==> src/rtl/multicycle_control_if.sv <==
// Control bus between the multi-cycle sequencer and the RV32I datapath/memory.
// The slave modport is the sequencer side; the master modport is the datapath side.
interface multicycle_control_if #(
    parameter int unsigned CNT_W = 32
);
    logic [6:0]       opcode;
    logic             mem_ready;
    logic             branch_taken;
    logic [1:0]       ALUOp;
    logic [1:0]       RegSrc;
    logic             ALUSrc;
    logic             RegWrite;
    logic             MemRead;
    logic             MemWrite;
    logic             Branch;
    logic             IFetch;
    logic             IRWrite;
    logic             PCWrite;
    logic [1:0]       PCSel;
    logic             trap;
    logic [1:0]       cause;
    logic [CNT_W-1:0] instret;

    modport master (
        output opcode, mem_ready, branch_taken,
        input  ALUOp, RegSrc, ALUSrc, RegWrite, MemRead, MemWrite, Branch,
        input  IFetch, IRWrite, PCWrite, PCSel, trap, cause, instret
    );

    modport slave (
        input  opcode, mem_ready, branch_taken,
        output ALUOp, RegSrc, ALUSrc, RegWrite, MemRead, MemWrite, Branch,
        output IFetch, IRWrite, PCWrite, PCSel, trap, cause, instret
    );
endinterface

==> src/rtl/multicycle_control.sv <==
// Multi-cycle RV32I sequencer: FETCH/DECODE/EXEC/MEM/WB with memory-handshake stalls,
// illegal-opcode and bus-timeout traps. Optional retired-instruction counter is built
// only when CTRL_INSTRET_EN is defined; otherwise instret reads 0.
module multicycle_control #(
    parameter int unsigned CNT_W      = 32,
    parameter int unsigned WAIT_LIMIT = 0
) (
    input logic                 clk,
    input logic                 rst,
    multicycle_control_if.slave io_ctrl
);

    typedef enum logic [2:0] {StFetch, StDecode, StExec, StMem, StWb, StTrap} state_e;

    typedef enum logic [3:0] {
        OpcR, OpcI, OpcLd, OpcSt, OpcBr, OpcLui, OpcAuipc, OpcJal, OpcJalr, OpcFence,
        OpcIllegal
    } opc_e;

    function automatic opc_e f_decode(input logic [6:0] op);
        case (op)
            7'b0110011: return OpcR;
            7'b0010011: return OpcI;
            7'b0000011: return OpcLd;
            7'b0100011: return OpcSt;
            7'b1100011: return OpcBr;
            7'b0110111: return OpcLui;
            7'b0010111: return OpcAuipc;
            7'b1101111: return OpcJal;
            7'b1100111: return OpcJalr;
            7'b0001111: return OpcFence;
            default:    return OpcIllegal;
        endcase
    endfunction

    state_e      r_state;
    state_e      w_state_next;
    logic [6:0]  r_op;
    logic [31:0] r_wait;
    logic [1:0]  r_cause;
    logic [1:0]  w_cause_next;
    opc_e        w_opc_live;
    opc_e        w_opc_q;
    logic        w_mem_state;
    logic        w_timeout;
    logic        w_ready;

    logic [1:0]  w_alu_op;
    logic [1:0]  w_reg_src;
    logic        w_alu_src;
    logic        w_reg_write;
    logic        w_mem_read;
    logic        w_mem_write;
    logic        w_branch;
    logic        w_ifetch;
    logic        w_ir_write;
    logic        w_pc_write;
    logic [1:0]  w_pc_sel;

    // DECODE sees the live opcode; later states use the copy latched at the end of DECODE.
    assign w_opc_live  = f_decode(io_ctrl.opcode);
    assign w_opc_q     = f_decode(r_op);
    assign w_mem_state = (r_state == StFetch) || (r_state == StMem);
    // Timeout wins only once the counter already sits at the limit.
    assign w_timeout   = (WAIT_LIMIT != 0) && w_mem_state && (r_wait == WAIT_LIMIT);
    assign w_ready     = io_ctrl.mem_ready && !w_timeout;

    // State register.
    always_ff @(posedge clk) begin
        if (rst) begin
            r_state <= StFetch;
        end else begin
            r_state <= w_state_next;
        end
    end

    // Opcode latch, trap cause and access wait counter.
    always_ff @(posedge clk) begin
        if (rst) begin
            r_op    <= 7'd0;
            r_cause <= 2'd0;
            r_wait  <= 32'd0;
        end else begin
            if (r_state == StDecode) begin
                r_op <= io_ctrl.opcode;
            end
            r_cause <= w_cause_next;
            // Any state change clears it, so every entry to FETCH/MEM starts from zero.
            if (w_state_next != r_state) begin
                r_wait <= 32'd0;
            end else if (w_mem_state && !io_ctrl.mem_ready && (r_wait != 32'hffff_ffff)) begin
                r_wait <= r_wait + 32'd1;
            end
        end
    end

    // Next-state and trap-cause selection.
    always_comb begin
        w_state_next = r_state;
        w_cause_next = r_cause;
        case (r_state)
            StFetch: begin
                if (w_timeout) begin
                    w_state_next = StTrap;
                    w_cause_next = 2'd2;
                end else if (io_ctrl.mem_ready) begin
                    w_state_next = StDecode;
                end
            end
            StDecode: begin
                case (w_opc_live)
                    OpcIllegal: begin
                        w_state_next = StTrap;
                        w_cause_next = 2'd1;
                    end
                    OpcFence: w_state_next = StFetch;
                    default:  w_state_next = StExec;
                endcase
            end
            StExec: begin
                case (w_opc_q)
                    OpcBr:        w_state_next = StFetch;
                    OpcLd, OpcSt: w_state_next = StMem;
                    default:      w_state_next = StWb;
                endcase
            end
            StMem: begin
                if (w_timeout) begin
                    w_state_next = StTrap;
                    w_cause_next = 2'd2;
                end else if (io_ctrl.mem_ready) begin
                    w_state_next = (w_opc_q == OpcSt) ? StFetch : StWb;
                end
            end
            StWb:    w_state_next = StFetch;
            StTrap:  w_state_next = StTrap;
            default: w_state_next = StFetch;
        endcase
    end

    // Datapath control decode from state and opcode.
    always_comb begin
        w_alu_op    = 2'd0;
        w_reg_src   = 2'd0;
        w_alu_src   = 1'b0;
        w_reg_write = 1'b0;
        w_mem_read  = 1'b0;
        w_mem_write = 1'b0;
        w_branch    = 1'b0;
        w_ifetch    = 1'b0;
        w_ir_write  = 1'b0;
        w_pc_write  = 1'b0;
        w_pc_sel    = 2'd0;

        // ALU operand/op selection stays stable from EXEC through WB.
        if ((r_state == StExec) || (r_state == StMem) || (r_state == StWb)) begin
            case (w_opc_q)
                OpcI, OpcLd, OpcJalr: w_alu_src = 1'b1;
                OpcSt, OpcLui: begin
                    w_alu_op  = 2'd1;
                    w_alu_src = 1'b1;
                end
                OpcBr:   w_alu_op = 2'd2;
                default: ;
            endcase
        end

        case (r_state)
            StFetch: begin
                w_ifetch   = 1'b1;
                w_mem_read = 1'b1;
                w_ir_write = w_ready;
            end
            StDecode: begin
                w_pc_write = (w_opc_live == OpcFence);
            end
            StExec: begin
                if (w_opc_q == OpcBr) begin
                    w_branch   = 1'b1;
                    w_pc_write = 1'b1;
                    w_pc_sel   = io_ctrl.branch_taken ? 2'd1 : 2'd0;
                end
            end
            StMem: begin
                if (w_opc_q == OpcSt) begin
                    w_mem_write = 1'b1;
                    w_pc_write  = w_ready;
                end else begin
                    w_mem_read = 1'b1;
                end
            end
            StWb: begin
                w_reg_write = 1'b1;
                w_pc_write  = 1'b1;
                case (w_opc_q)
                    OpcLd:    w_reg_src = 2'd1;
                    OpcAuipc: w_reg_src = 2'd2;
                    OpcJal: begin
                        w_reg_src = 2'd3;
                        w_pc_sel  = 2'd1;
                    end
                    OpcJalr: begin
                        w_reg_src = 2'd3;
                        w_pc_sel  = 2'd2;
                    end
                    default: ;
                endcase
            end
            default: ;
        endcase
    end

    // Everything is forced low while rst is held.
    assign io_ctrl.ALUOp    = rst ? 2'd0 : w_alu_op;
    assign io_ctrl.RegSrc   = rst ? 2'd0 : w_reg_src;
    assign io_ctrl.ALUSrc   = !rst && w_alu_src;
    assign io_ctrl.RegWrite = !rst && w_reg_write;
    assign io_ctrl.MemRead  = !rst && w_mem_read;
    assign io_ctrl.MemWrite = !rst && w_mem_write;
    assign io_ctrl.Branch   = !rst && w_branch;
    assign io_ctrl.IFetch   = !rst && w_ifetch;
    assign io_ctrl.IRWrite  = !rst && w_ir_write;
    assign io_ctrl.PCWrite  = !rst && w_pc_write;
    assign io_ctrl.PCSel    = rst ? 2'd0 : w_pc_sel;
    assign io_ctrl.trap     = !rst && (r_state == StTrap);
    assign io_ctrl.cause    = rst ? 2'd0 : r_cause;

`ifdef CTRL_INSTRET_EN
    logic [CNT_W-1:0] r_instret;

    // Retired-instruction counter: one count per PC update, wrapping naturally.
    always_ff @(posedge clk) begin
        if (rst) begin
            r_instret <= '0;
        end else if (w_pc_write) begin
            r_instret <= r_instret + CNT_W'(1);
        end
    end

    assign io_ctrl.instret = rst ? '0 : r_instret;
`else
    assign io_ctrl.instret = '0;
`endif

endmodule

==> src/flat_wrapper.sv <==
// flat-port wrapper written by rule: the top's interface ports become plain ports
module multicycle_control_flat 
#(
    parameter int unsigned CNT_W      = 32,
    parameter int unsigned WAIT_LIMIT = 0
)
  (clk, rst, io_ctrl_opcode, io_ctrl_mem_ready, io_ctrl_branch_taken, io_ctrl_ALUOp, io_ctrl_RegSrc, io_ctrl_ALUSrc, io_ctrl_RegWrite, io_ctrl_MemRead, io_ctrl_MemWrite, io_ctrl_Branch, io_ctrl_IFetch, io_ctrl_IRWrite, io_ctrl_PCWrite, io_ctrl_PCSel, io_ctrl_trap, io_ctrl_cause, io_ctrl_instret);
  multicycle_control_if #(.CNT_W(CNT_W)) io_ctrl_i ();
  input logic clk;
  input logic rst;
  input wire logic [$bits(io_ctrl_i.opcode)-1:0] io_ctrl_opcode;
  input wire logic [$bits(io_ctrl_i.mem_ready)-1:0] io_ctrl_mem_ready;
  input wire logic [$bits(io_ctrl_i.branch_taken)-1:0] io_ctrl_branch_taken;
  output wire logic [$bits(io_ctrl_i.ALUOp)-1:0] io_ctrl_ALUOp;
  output wire logic [$bits(io_ctrl_i.RegSrc)-1:0] io_ctrl_RegSrc;
  output wire logic [$bits(io_ctrl_i.ALUSrc)-1:0] io_ctrl_ALUSrc;
  output wire logic [$bits(io_ctrl_i.RegWrite)-1:0] io_ctrl_RegWrite;
  output wire logic [$bits(io_ctrl_i.MemRead)-1:0] io_ctrl_MemRead;
  output wire logic [$bits(io_ctrl_i.MemWrite)-1:0] io_ctrl_MemWrite;
  output wire logic [$bits(io_ctrl_i.Branch)-1:0] io_ctrl_Branch;
  output wire logic [$bits(io_ctrl_i.IFetch)-1:0] io_ctrl_IFetch;
  output wire logic [$bits(io_ctrl_i.IRWrite)-1:0] io_ctrl_IRWrite;
  output wire logic [$bits(io_ctrl_i.PCWrite)-1:0] io_ctrl_PCWrite;
  output wire logic [$bits(io_ctrl_i.PCSel)-1:0] io_ctrl_PCSel;
  output wire logic [$bits(io_ctrl_i.trap)-1:0] io_ctrl_trap;
  output wire logic [$bits(io_ctrl_i.cause)-1:0] io_ctrl_cause;
  output wire logic [$bits(io_ctrl_i.instret)-1:0] io_ctrl_instret;
  assign io_ctrl_i.opcode = io_ctrl_opcode;
  assign io_ctrl_i.mem_ready = io_ctrl_mem_ready;
  assign io_ctrl_i.branch_taken = io_ctrl_branch_taken;
  assign io_ctrl_ALUOp = io_ctrl_i.ALUOp;
  assign io_ctrl_RegSrc = io_ctrl_i.RegSrc;
  assign io_ctrl_ALUSrc = io_ctrl_i.ALUSrc;
  assign io_ctrl_RegWrite = io_ctrl_i.RegWrite;
  assign io_ctrl_MemRead = io_ctrl_i.MemRead;
  assign io_ctrl_MemWrite = io_ctrl_i.MemWrite;
  assign io_ctrl_Branch = io_ctrl_i.Branch;
  assign io_ctrl_IFetch = io_ctrl_i.IFetch;
  assign io_ctrl_IRWrite = io_ctrl_i.IRWrite;
  assign io_ctrl_PCWrite = io_ctrl_i.PCWrite;
  assign io_ctrl_PCSel = io_ctrl_i.PCSel;
  assign io_ctrl_trap = io_ctrl_i.trap;
  assign io_ctrl_cause = io_ctrl_i.cause;
  assign io_ctrl_instret = io_ctrl_i.instret;
  multicycle_control #(.CNT_W(CNT_W), .WAIT_LIMIT(WAIT_LIMIT)) u_core (.clk(clk), .rst(rst), .io_ctrl(io_ctrl_i));
endmodule
==> config.mk <==
export PLATFORM = sky130hd
export DESIGN_NAME = multicycle_control_flat
export DESIGN_NICKNAME = d
export VERILOG_FILES = /design/src/rtl/multicycle_control_if.sv /design/src/rtl/multicycle_control.sv /design/src/flat_wrapper.sv
export SDC_FILE = /design/constraint.sdc
export NUM_CORES = 1
export LEC_CHECK = 0
export BUFFER_PORTS_ARGS = -buffer_cell sky130_fd_sc_hd__clkbuf_2
export CORE_ASPECT_RATIO = 0.75
export CORE_MARGIN = 4
export CORE_UTILIZATION = 40
export DETAILED_ROUTE_END_ITERATION = 10
export HOLD_SLACK_MARGIN = 0.15
export PLACE_DENSITY_LB_ADDON = 0.1
export SKIP_LAST_GASP = 1
export SYNTH_ARGS = -nofsm -noshare
export SYNTH_HDL_FRONTEND = slang
export SYNTH_SLANG_ARGS = --single-unit
==> constraint.sdc <==
create_clock -name clk -period 2.35 [get_ports clk]
set_input_delay 0.235 -clock clk [delete_from_list [all_inputs] [get_ports clk]]
set_output_delay 0.235 -clock clk [all_outputs]
set_load 0.05 [all_outputs]
==> impl_metrics.json, run 1 <==
{
  "p_leak_uw": 0.000599,
  "n_antenna_cell": 0,
  "min_period_ps": 2250,
  "clk_latency_ps": 240,
  "cp_cell_sequence": "nand3b_4, or4_4, or3_4, nor2_1, clkbuf_4",
  "grt_pass1_vias": 863,
  "finalHoldViolCount": 0,
  "synth_seq_cells": 11,
  "globalplace.congestion": 0.811,
  "ios": 60,
  "rows": 16,
  "r2r_start": "u_core.r_state[1]",
  "cts_buffers": 3,
  "die_h_um": 55.3,
  "postRouteAntennaNets": 0,
  "tightestPinTransition_ps": 542,
  "drtPass1Iterations": 4,
  "die_area_um2": 3930,
  "slowest_stage": "or4_4",
  "synth_cells": 160,
  "finalNetCount": 194,
  "cts_tree": "done",
  "drc": 0,
  "antenna_found_initial": 0,
  "synth_area_per_cell_um2": 7.47,
  "grt_usage": 0.130,
  "dr_total_vias": 1050,
  "netlist-cell-type-count": 44,
  "p_sw_uw": 356,
  "drive_gt1_frac": 0.236,
  "grt.overflow.total": 0,
  "core_area_um2": 2720,
  "hold_ws_ps": 257,
  "required_ps": 2120,
  "seq_area_frac_synth": 0.184,
  "clockBufferDepth": 2,
  "grt_pass1_wl_um": 4240,
  "dp_hpwl_um": 2190,
  "hold_class": "in2reg",
  "totalWireLength_um": 2760,
  "p_comb_frac": 0.423,
  "crit_buf_inv": 1,
  "maxSlewHeadroom": 0.638,
  "cts-root-buf": "clkbuf_8",
  "hp-start": "io_ctrl_opcode[0]",
  "avgViaCountPerCell": 4.82,
  "drv_slew": 0,
  "p_per_area_nw_per_um2": 594,
  "areaGrowthSynthToFinish_pct": 8.17,
  "cp_top_family": "simple AND/OR/NAND/NOR gates",
  "finalCritPeriodShare": 0.960,
  "syn_area_um2": 1190,
  "end_kind": "primary output",
  "clock-sinks": 11,
  "io_buffer_count": 26,
  "crit_type": "reg2out",
  "max_freq_mhz": 443,
  "cp_max_fo": 7,
  "seqPwrFrac": 0.320,
  "ir_drop_v": 0.000397,
  "finalNonFillerCells": 218,
  "clock_power_share": 0.257,
  "sw_frac_of_total": 0.463,
  "htreeDepth": 1,
  "start_util": 0.439,
  "p_int_uw": 412,
  "critPathLaunch": "u_core.r_op[4]",
  "yosys_warnings": 0,
  "outcome": "finished clean",
  "grt_max_degree": 19,
  "startpoint_type": "register",
  "fin_skew_ps": 0.531,
  "wl_per_cell_um": 12.7,
  "die_w_um": 71.1,
  "rsz0062_at_grt": "no",
  "clk_pin_slew_ps": 50,
  "filler_cell_count": 310,
  "cap_violations": 0,
  "cpPeakStageDelay_ps": 500,
  "worstPathArrival_ps": 2020,
  "drt-initial-drc-count": 94,
  "placed_cells": 214,
  "setup_viol": 0
}
worst paths after layout:
check | to | cells after the start | slack [ps]
min | u_core.r_op[0] | 3 | 260
min reg2reg | u_core.r_cause[0] | 2 | 460
max reg2reg | u_core.r_op[3] | 5 | 720
max | io_ctrl_Branch | 5 | 100
routing by layer:
layer / share of wire / up-vias / global-route usage
li1: - / 533 / -
met1: 0.51 / 468 / 0.203
met2: 0.40 / 49 / 0.173
met3: 0.087 / 0 / 0.0417
met4: 0 / 0 / 0.0161
met5: 0 / - / 0
cell families after synthesis:
| group | count (synthesis) | share of synthesized area |
|---|---|---|
| xor gates and xnor gates | 2 | 0.0147 |
| other | 1 | 0.00314 |
| DFF | 11 | 0.184 |
| muxes | 7 | 0.0586 |
| and+or+nand+nor | 72 | 0.360 |
| buffers and inverters | 45 | 0.253 |
| AOI/OAI and AO/OA | 22 | 0.126 |
synth_stat cells, drive strengths merged:
cell type   n  area [um^2]
and2        3         18.8
a31oi       5         37.5
a21boi      1         7.51
nor3b       1         7.51
nor2       16         62.6
nor4        6         37.5
xnor2       1         8.76
or4b        2         20.0
mux2i       7         70.1
or3b        1         8.76
inv         2         7.51
nand4bb     2         22.5
o211ai      1         7.51
nor4b       1         8.76
dfxtp      11          220
or3         3         23.8
nor3        7         35.0
o21ai       3         15.0
and3        1         6.26
or4         1         11.3
conb        1         3.75
nand3       2         10.0
nor2b      10         62.6
buf        37          273
nand2b      4         25.0
o32ai       1         8.76
clkbuf      6         22.5
a21o        1         7.51
nand2       8         30.0
a21oi       4         20.0
or2         2         12.5
a32oi       1         8.76
o21bai      4         30.0
nand3b      2         27.5
o31ai       1         7.51
xor2        1         8.76
state kept, by name, summed over array words and instances (netlist names):
register        cells
u_core.r_cause      1
u_core.r_op         7
u_core.r_state      3
area by class of cell:
| type | instances | area [um^2] | area share |
|---|---|---|---|
| Inverter | 2 | 7.51 | 0.00581 |
| Timing Repair Buffer | 29 | 161 | 0.125 |
| Tap cell | 36 | 45.0 | 0.0348 |
| Sequential cell | 11 | 220 | 0.170 |
| Multi-Input combinational cell | 136 | 813 | 0.629 |
| Clock buffer | 4 | 45.0 | 0.0348 |
worst register-to-register path, delay by kind of cell, from the launching register on:
family / cells / cell delay [ps]
and+or+nand+nor: 3 / 690
muxes: 1 / 260
buffers and inverters: 1 / 190
DFF: 1 / 370
placed cells by master, fill, tap and decap left out, types with 3 or more instances in the layout:
| cell | instances |
|---|---|
| a21oi_1 | 4 |
| dfxtp_1 | 11 |
| nor2b_1 | 10 |
| clkbuf_2 | 24 |
| a31oi_1 | 4 |
| nand2_1 | 8 |
| conb_1 | 33 |
| nor2_1 | 15 |
| buf_4 | 3 |
| nor3_1 | 5 |
| nor4_1 | 5 |
| nand2b_1 | 4 |
| and2_1 | 3 |
| clkbuf_8 | 3 |
| mux2i_1 | 7 |
| o21bai_1 | 4 |
timing repair:
| action | CTS | global route |
|---|---|---|
| endpoints found under the setup margin | 1 | 2 |
| buffers inserted | 0 | 0 |
| hold buffers | 0 | 0 |
| gates resized for setup | 1 | 4 |
power groups by stage:
stage,clock network [uW],registers (uW),logic (uW)
global placement,0,247,319
floorplan,0,222,341
global route,215,250,350
finish,197,246,325
detailed placement,0,248,322
CTS,201,244,323
metrics by stage:
step / setup TNS, ps / utilization / setup WS, ps / total power [uW] / instance area [um^2]
2_1_floorplan: -1320 / - / -442 / 563 / 1340
3_3_place_gp: 0 / 0.455 / 286 / 566 / 1240
3_5_place_dp: 0 / 0.455 / 260 / 570 / 1240
4_1_cts: 0 / 0.472 / 32.0 / 769 / 1290
5_1_grt: 0 / 0.475 / 7.04 / 815 / 1290
6_report: 0 / 0.475 / 95.1 / 768 / 1290
(Power assumes the default switching activity.)
==> run 2: changes to the inputs <==
--- a/config.mk
+++ b/config.mk
@@ -11,2 +11,3 @@
 export CORE_UTILIZATION = 40
+export CTS_CLUSTER_SIZE = 16
 export DETAILED_ROUTE_END_ITERATION = 10
--- a/constraint.sdc
+++ b/constraint.sdc
@@ -3,2 +3,2 @@
 set_output_delay 0.235 -clock clk [all_outputs]
-set_load 0.05 [all_outputs]
+set_load 0.005 [all_outputs]
==> run 2 against run 1 <==
Against the previous run:
- highest routed layer is now met4
- combinational power decreased by 48%
- sequential cell count unchanged
- cell area decreased by 4.1%
- maximum frequency increased by 3.5%
- first-iteration DRC count decreased by 4.3%
==> impl_metrics.json, run 2 (same netlist as run 1, synthesis figures left out) <==
{
  "drt-initial-drc-count": 90,
  "rsz0062_at_grt": "no",
  "cts_tree": "done",
  "drtPass1Iterations": 5,
  "clk_pin_slew_ps": 50,
  "clock_power_share": 0.302,
  "core_area_um2": 2720,
  "p_sw_uw": 201,
  "die_w_um": 71.1,
  "gr-usage-met3": 0.0344,
  "slowest_stage": "or4_4",
  "avgViaCountPerCell": 4.86,
  "end_kind": "primary output",
  "r2r-end": "u_core.r_op[0]",
  "filler_cell_count": 284,
  "totalWireLength_um": 2610,
  "regArea_um2": 220,
  "hold_ws_ps": 268,
  "drive_gt1_frac": 0.201,
  "startpoint_type": "register",
  "p_comb_frac": 0.279,
  "drv_slew": 0,
  "globalplace.congestion": 0.775,
  "cp_cell_sequence": "nand3b_4, or4_4, or3_4, a31oi_2, clkbuf_2",
  "finalHoldViolCount": 0,
  "hp-start": "io_ctrl_opcode[1]",
  "final_common_cell": "conb_1",
  "fin_skew_ps": 0.727,
  "gr-max-usage-layer": "met1",
  "setup_viol": 0,
  "p_total_uw": 604,
  "worstPathArrival_ps": 1940,
  "rr_worst_depth": 4,
  "clock-sinks": 11,
  "clockBufferDepth": 2,
  "rows": 16,
  "largest_reg_flops": 7,
  "n_antenna_cell": 0,
  "p_int_uw": 404,
  "cp_max_fo": 7,
  "reg_top3": "u_core.r_op: 7 flops, u_core.r_state: 3 flops, u_core.r_cause: 1 flops",
  "sw_frac_of_total": 0.332,
  "multi_input_area_um2": 792,
  "most-common-layout-cells": "conb_1 (33), clkbuf_2 (26), nor2_1 (15), dfxtp_1 (11), nor2b_1 (10)",
  "cp_top_family": "simple AND/OR/NAND/NOR gates",
  "grt_use_met2": 0.188,
  "hold_class": "in2reg",
  "clk_latency_ps": 230,
  "finalNetCount": 191,
  "grt_usage": 0.129,
  "grt.overflow.total": 0,
  "start_util": 0.439,
  "finalNonFillerCells": 215,
  "htreeDepth": 1,
  "p_leak_uw": 0.000581,
  "required_ps": 2120,
  "outcome": "finished clean",
  "tightestPinTransition_ps": 555,
  "cts_setup_buffers": 0,
  "postRouteAntennaNets": 0,
  "ir_drop_v": 0.000238,
  "drc": 0,
  "cap_violations": 0,
  "cts-root-buf": "clkbuf_8",
  "areaGrowthSynthToFinish_pct": 3.77,
  "finalCritPeriodShare": 0.927,
  "met1_usage": 0.189,
  "die_h_um": 55.3,
  "grt_max_degree": 19,
  "cts_resized": 0,
  "min_period_ps": 2180,
  "seqPwrFrac": 0.419,
  "placed_cells": 211,
  "crit_buf_inv": 1,
  "r2r_start": "u_core.r_state[0]",
  "crit_type": "reg2out",
  "holdBufCountCts": 0,
  "wl_per_cell_um": 12.1,
  "cts_buffers": 3,
  "r2r_slack_ps": 640,
  "p_per_area_nw_per_um2": 487,
  "dr_total_vias": 1045,
  "maxSlewHeadroom": 0.630,
  "top_register": "u_core.r_op",
  "cpPeakStageDelay_ps": 510,
  "hold_path_depth": 3,
  "die_area_um2": 3930,
  "dp_hpwl_um": 2130,
  "antenna_found_initial": 0,
  "max_freq_mhz": 459,
  "final_util": 0.455,
  "io_buffer_count": 26,
  "tns_ps": 0,
  "grt_pass1_wl_um": 4270,
  "hold_end": "u_core.r_op[1]",
  "ios": 60,
  "grt_pass1_vias": 901
}
[run 2: cell count changes in the layout (fill, tap and decap cells not counted), moves of 2 or more]
cell	previous run	this run
buf_4	3	0
clkbuf_2	24	26
nor3_1	5	7
nor3_2	2	0
[run 2: final cells by class]
type / instances / share of cell area
inverter: 2 / 0.00605
timing repair buffer: 26 / 0.105
sequential: 11 / 0.178
multi-input combinational: 136 / 0.639
clock buffer: 4 / 0.0363
tap: 36 / 0.0363
[run 2: worst max-delay path by stage]
stage / start / to / slack, ps / cells past startpoint
detailed placement: u_core.r_op[4] / io_ctrl_PCWrite / 420 / 5
global route: u_core.r_op[5] / io_ctrl_PCWrite / 70 / 5
finish: u_core.r_op[4] / io_ctrl_PCWrite / 170 / 5
global placement: u_core.r_op[4] / io_ctrl_PCWrite / 470 / 5
CTS: u_core.r_op[4] / io_ctrl_PCWrite / 170 / 5
floorplan: u_core.r_op[4] / io_ctrl_PCWrite / 580 / 5
[run 2: worst reg2reg max path: stages (launching register included)]
cell and delay, ps:
dfxtp_1 620, nand2b_1 190, nor2_2 470, mux2i_1 250
nor2_1 50
[run 2: layer usage]
layer,wire length [um],part of all wire,up-vias
met2,1030,0.40,54
li1,-,-,529
met4,14,0.0054,0
met3,263,0.10,2
met5,0,0,-
met1,1300,0.50,460
[run 2: power by group through the flow]
stage          logic (uW)  clock network (uW)  registers, uW
2_1_floorplan         198                   0            222
3_3_place_gp          165                   0            253
3_5_place_dp          167                   0            255
4_1_cts               168                 189            252
5_1_grt               188                 203            258
6_report              169                 183            253
[run 2: per-stage QoR]
stage          cell area [um^2]  setup WS, ps
2_1_floorplan              1320           579
3_3_place_gp               1190           466
3_5_place_dp               1190           423
4_1_cts                    1240           169
5_1_grt                    1240          67.1
6_report                   1240           172
